### src/rtl/byte_stream_rr_arbiter.sv
// Round-robin arbiter that merges N_REQ valid/ready byte producers onto one
// registered output channel, granting bounded bursts and tagging each beat with its source.
module byte_stream_rr_arbiter #(
    parameter int N_REQ     = 4,
    parameter int DATA_W    = 8,
    parameter int MAX_BURST = 4,
    parameter int SRC_W     = $clog2(N_REQ)
) (
    input  logic                      clk,
    input  logic                      rst_n,
    input  logic [N_REQ-1:0]          valid_i,
    input  logic [N_REQ*DATA_W-1:0]   data_i,
    output logic [N_REQ-1:0]          ready_o,
    output logic                      valid_o,
    output logic [DATA_W-1:0]         data_o,
    output logic [SRC_W-1:0]          src_o,
    input  logic                      ready_i,
    output logic                      busy_o
);

    localparam int CNT_W = $clog2(MAX_BURST + 1);

    typedef enum logic [0:0] {
        IDLE  = 1'b0,
        BURST = 1'b1
    } state_t;

    state_t            state_r;
    state_t            state_nxt_s;
    logic [SRC_W-1:0]  ptr_r;
    logic [SRC_W-1:0]  ptr_nxt_s;
    logic [SRC_W-1:0]  owner_r;
    logic [SRC_W-1:0]  owner_nxt_s;
    logic [CNT_W-1:0]  cnt_r;
    logic [CNT_W-1:0]  cnt_nxt_s;
    logic              valid_r;
    logic [DATA_W-1:0] data_r;
    logic [SRC_W-1:0]  src_r;
    logic              busy_r;

    logic              out_free_s;
    logic              any_valid_s;
    logic              accept_s;
    logic              keep_s;
    logic [SRC_W-1:0]  base_s;
    logic [SRC_W-1:0]  sel_s;
    logic [DATA_W-1:0] sel_data_s;
    logic [N_REQ-1:0]  ready_s;

    function automatic logic [SRC_W-1:0] wrap_inc(input logic [SRC_W-1:0] idx);
        if (idx == SRC_W'(N_REQ - 1)) begin
            wrap_inc = '0;
        end else begin
            wrap_inc = idx + SRC_W'(1);
        end
    endfunction

    // First requesting index at or after base, wrapping N_REQ-1 -> 0.
    function automatic logic [SRC_W-1:0] rr_pick(input logic [SRC_W-1:0] base,
                                                 input logic [N_REQ-1:0] req);
        logic [SRC_W-1:0] idx;
        logic             found;
        rr_pick = base;
        found   = 1'b0;
        idx     = base;
        for (int i = 0; i < N_REQ; i++) begin
            if (!found && req[idx]) begin
                rr_pick = idx;
                found   = 1'b1;
            end else begin
                found   = found;
            end
            idx = wrap_inc(idx);
        end
    endfunction

    // Grant selection: hold the owner while its burst lasts, otherwise scan from the next slot.
    always_comb begin
        out_free_s  = ~valid_r | ready_i;
        any_valid_s = |valid_i;
        keep_s      = 1'b0;
        base_s      = ptr_r;
        if (state_r == BURST) begin
            if (valid_i[owner_r] && (cnt_r < CNT_W'(MAX_BURST))) begin
                keep_s = 1'b1;
                base_s = owner_r;
            end else begin
                keep_s = 1'b0;
                base_s = wrap_inc(owner_r);
            end
        end else begin
            keep_s = 1'b0;
            base_s = ptr_r;
        end
        sel_s    = rr_pick(base_s, valid_i);
        accept_s = rst_n & out_free_s & any_valid_s;
    end

    // One-hot ready and data mux for the selected requester.
    always_comb begin
        ready_s    = '0;
        sel_data_s = '0;
        for (int k = 0; k < N_REQ; k++) begin
            if (SRC_W'(k) == sel_s) begin
                ready_s[k] = accept_s;
                sel_data_s = data_i[k*DATA_W +: DATA_W];
            end else begin
                ready_s[k] = 1'b0;
            end
        end
    end

    assign ready_o = ready_s;

    // Burst bookkeeping: a stalled output leaves everything untouched so the owner keeps priority.
    always_comb begin
        state_nxt_s = state_r;
        ptr_nxt_s   = ptr_r;
        owner_nxt_s = owner_r;
        cnt_nxt_s   = cnt_r;
        case (state_r)
            IDLE: begin
                if (accept_s) begin
                    if (MAX_BURST == 1) begin
                        ptr_nxt_s = wrap_inc(sel_s);
                    end else begin
                        state_nxt_s = BURST;
                        owner_nxt_s = sel_s;
                        cnt_nxt_s   = CNT_W'(1);
                    end
                end else begin
                    state_nxt_s = IDLE;
                end
            end
            BURST: begin
                if (!out_free_s) begin
                    state_nxt_s = BURST;
                end else if (accept_s) begin
                    if (keep_s) begin
                        cnt_nxt_s = cnt_r + CNT_W'(1);
                    end else begin
                        ptr_nxt_s   = wrap_inc(owner_r);
                        owner_nxt_s = sel_s;
                        cnt_nxt_s   = CNT_W'(1);
                    end
                end else begin
                    state_nxt_s = IDLE;
                    ptr_nxt_s   = wrap_inc(owner_r);
                end
            end
            default: begin
                state_nxt_s = IDLE;
            end
        endcase
    end

    // Arbitration state registers.
    always_ff @(posedge clk) begin
        if (!rst_n) begin
            state_r <= IDLE;
            ptr_r   <= '0;
            owner_r <= '0;
            cnt_r   <= '0;
            busy_r  <= 1'b0;
        end else begin
            state_r <= state_nxt_s;
            ptr_r   <= ptr_nxt_s;
            owner_r <= owner_nxt_s;
            cnt_r   <= cnt_nxt_s;
            busy_r  <= (state_nxt_s == BURST);
        end
    end

    // Output beat register; valid drops only when the held beat leaves with nothing replacing it.
    always_ff @(posedge clk) begin
        if (!rst_n) begin
            valid_r <= 1'b0;
            data_r  <= '0;
            src_r   <= '0;
        end else if (accept_s) begin
            valid_r <= 1'b1;
            data_r  <= sel_data_s;
            src_r   <= sel_s;
        end else if (ready_i) begin
            valid_r <= 1'b0;
        end else begin
            valid_r <= valid_r;
        end
    end

    assign valid_o = valid_r;
    assign data_o  = data_r;
    assign src_o   = src_r;
    assign busy_o  = busy_r;

endmodule

### config.mk
export PLATFORM = sky130hd
export DESIGN_NAME = byte_stream_rr_arbiter
export DESIGN_NICKNAME = d
export VERILOG_FILES = /design/src/rtl/byte_stream_rr_arbiter.sv
export SDC_FILE = /design/constraint.sdc
export NUM_CORES = 1
export LEC_CHECK = 0
export ABC_AREA = 1
export BUFFER_PORTS_ARGS = -buffer_cell sky130_fd_sc_hd__buf_2
export CAP_MARGIN = 20
export CORE_MARGIN = 2
export CORE_UTILIZATION = 50
export CTS_CLUSTER_DIAMETER = 60
export CTS_CLUSTER_SIZE = 30
export DETAILED_ROUTE_END_ITERATION = 10
export PLACE_DENSITY = 0.77
export REMOVE_ABC_BUFFERS = 1
export SLEW_MARGIN = 20
export SYNTH_ARGS = -nofsm -noshare
export SYNTH_HDL_FRONTEND = slang
export SYNTH_SLANG_ARGS = --single-unit
### constraint.sdc
create_clock -name clk -period 3.8 [get_ports clk]
set_input_delay 0.76 -clock clk [delete_from_list [all_inputs] [get_ports clk]]
set_output_delay 0.76 -clock clk [all_outputs]
set_load 0.03 [all_outputs]
==> metrics <==
# DRC=0; CTS tree=built; CTS Root Cell=clkbuf_4; cell taking the most area after synthesis=dfxtp_1; Cell Area, Placed=1900 µm²; Buf/Inv on CP=6; critical path type=in2out; worst hold stages=2; die area=3620 µm²; Placed Instances=346; Final GP Congestion=0.834; Distinct cells, synth=30; Diodes inserted=0; Fillers=287; highest metal used=met4; Int Pwr=0.000456 W; IO Pins=55; outcome=complete, no violations; Clock Latency Late Sink=0.31 ns; number of global-route vias before repair=1495; CTS buffer count=3; P_leak=1.10 nW; Critical Path, Cell by Cell=buf_2, inv_2, nand2_1, nand3_2, nand2_4, nand2_4, nand2_1, nand2_1, nand2_4, inv_4, nand2_1, nand2_1, nand2_1, nand2_2, nand3_1, nand2_1, inv_2, nand2_1, nand2_4, nand2_8, inv_1, nor2_1, buf_4; Max FO, Critical Path=6; Slew headroom=0.677; Via Count=1760; CP top delay family=simple AND/OR/NAND/NOR gates; Die Wd=60.2 µm; met3 WL=183 µm; Final Total Pwr=0.000882 W; post-route cell area=2020 µm²; CTS Sinks=19; clk slew on worst S/H paths=0.11 ns; pins over their slew limit=0; CP max stage delay=0.17 ns; placeable core region=3030 µm²; Met2 Wirelength=1950 µm; Critical Path End Type=primary output; DR pass1 iterations=4; EDFF count, synth=0; H-Tree Depth=1; min cycle time layout=3.59 ns; synth warn=0; Clock power frac=0.123; hold crit path type=reg2reg; Longest Clk Path Bufs=2; Detail Route Antenna Nets=0; Register-to-Register Path Depth=25; first-pass GRT wire length=6310 µm; Switching Share=0.483; Cell Area, Synth=1580 µm²; FF+latch count, synth=19; max cap viols=0; drt total wl=4090 µm; 1st-iter DRT viols=120; clk_skew=0.00650 ns; IO Port Bufs=54; wire per inst=11.5 µm; FMAX=278 MHz; vias per cell=4.93; critical path depth=23; power density over cell area=436 nW/µm²; row count=20; Cells after Synth=250; Post-DP HPWL=3090 µm; Worst-Margin Slew=0.484 ns; final worst-path cycle share=0.946; antenna violations before repair=0; GRT Util Overall=0.228; Worst EP required=3.04 ns; grt ovf=0; Flop pwr share=0.279; Combinational Power Share=0.599; largest cells by area after synthesis=dfxtp_1 (24%), nand2_1 (17%), nor2_1 (7.4%); VDD IR max=0.298 mV; die height=60.2 µm; initial core utilization=0.521; Arr. time, crit path=2.83 ns; sequential-to-total area share from yosys stat=0.241; setup violators final=0; Syn-to-layout area delta=28.0%; ys flop type=dfxtp_1; nets=355; non-filler cells, final=357; post-synth top area share=0.241; switching pwr=0.000426 W; Synth async-reset ratio=0; Critical Path Most Common Cell=nand2_1; layout cell share with drive strength beyond 1=0.358; Mean Syn Cell Area=6.32 µm²; final hold vios=0; largest net degree at the start of global routing=16; Worst Setup Start Kind=input pin; M1 wire length=1890 µm; slowest CP cell=buf_4
cell usage in the layout (no fill, tap or decap), types with 2 or more instances in the layout:
master,count
ha_1,2
dfxtp_1,19
inv_2,6
a21oi_2,2
inv_1,21
nor2_1,31
nand2_4,10
o21ai_0,11
nand3_2,7
a21oi_1,10
o211ai_1,6
buf_4,12
nand3b_1,6
a22oi_1,2
nand3_1,18
nand2_2,10
nor3_1,2
buf_2,51
nand2_1,69
clkbuf_4,3
inv_4,2
what timing repair did:
action | CTS | global route
endpoints found under the hold margin | 0 | 0
hold buffers | 0 | 0
buffers inserted | 0 | 6
gates resized for setup | 0 | 12
endpoints found under the setup margin | 0 | 4
state kept, by name, indices dropped and copies added, names as in the netlist:
name and flops:
owner_r 2, cnt_r 3, data_o 8, ptr_r 2, src_o 2, valid_o 1
busy_o 1
metal layers:
metal  vias up  track usage
met5         -            0
met2        48        0.368
li1        934            -
met4         0       0.0984
met1       769        0.302
met3         9       0.0325
tightest hold or removal path: stages, from the launching register on:
cell     delay (ns)
dfxtp_1        0.33
nand2_1        0.06
a21oi_1        0.05
area by class of cell:
cell class	instances	area, µm²	area share
timing repair buffer	64	357	0.176
clock inverter	1	5.00	0.00248
inverter	30	118	0.0582
tap	44	55.1	0.0272
clock buffer	3	22.5	0.0111
multi-input combinational	196	1080	0.536
sequential	19	380	0.188
stage by stage:
| step | setup TNS (ns) | setup slack (ns) | hold WS [ns] | util |
|---|---|---|---|---|
| 6_report | 0 | 0.206 | 0.475 | 0.667 |
| 5_1_grt | -0.0126 | -0.0126 | 0.513 | 0.667 |
| 4_1_cts | 0 | 0.138 | 0.478 | 0.636 |
| 3_5_place_dp | 0 | 0.148 | 0.458 | 0.626 |
| 3_3_place_gp | 0 | 0.223 | 0.450 | 0.626 |
| 2_1_floorplan | -0.0910 | -0.0910 | 0.440 | - |
synth_stat cells, types with 3 or more instances:
cell type and number:
inv_1 21, nand3b_1 6, nand2_2 11, inv_2 7, nand2_1 70, dfxtp_1 19, nand3_1 18, clkbuf_1 3
a21oi_1 10, nand3_2 7, o211ai_1 6, nand2_4 8, o21ai_0 11, nor3_1 3, nor2_1 31
cell families (layout without fill, tap and decap cells):
kind of cell,after synthesis,after routing,synth area share
simple gates,162,163,0.531
buf+inv,36,98,0.0967
compound gates,31,31,0.116
flops,19,19,0.241
fa+ha+maj,2,2,0.0158
power by group through the flow:
stage / logic, W / registers, W / clock network (W)
floorplan: 0.000309 / 0.000293 / 0
global placement: 0.000465 / 0.000250 / 0
detailed placement: 0.000470 / 0.000250 / 0
CTS: 0.000471 / 0.000246 / 0.000112
global route: 0.000583 / 0.000250 / 0.000120
finish: 0.000528 / 0.000246 / 0.000108
worst paths after layout:
check / startpoint / endpoint / slack [ns]
setup / recovery: valid_i[3] / ready_o[2] / 0.21
hold / removal: data_o[0] / data_o[0] / 0.47
setup reg to reg: owner_r[0] / data_o[6] / 1.03
hold reg to reg: data_o[0] / data_o[0] / 0.47
(Power assumes the default switching activity.)
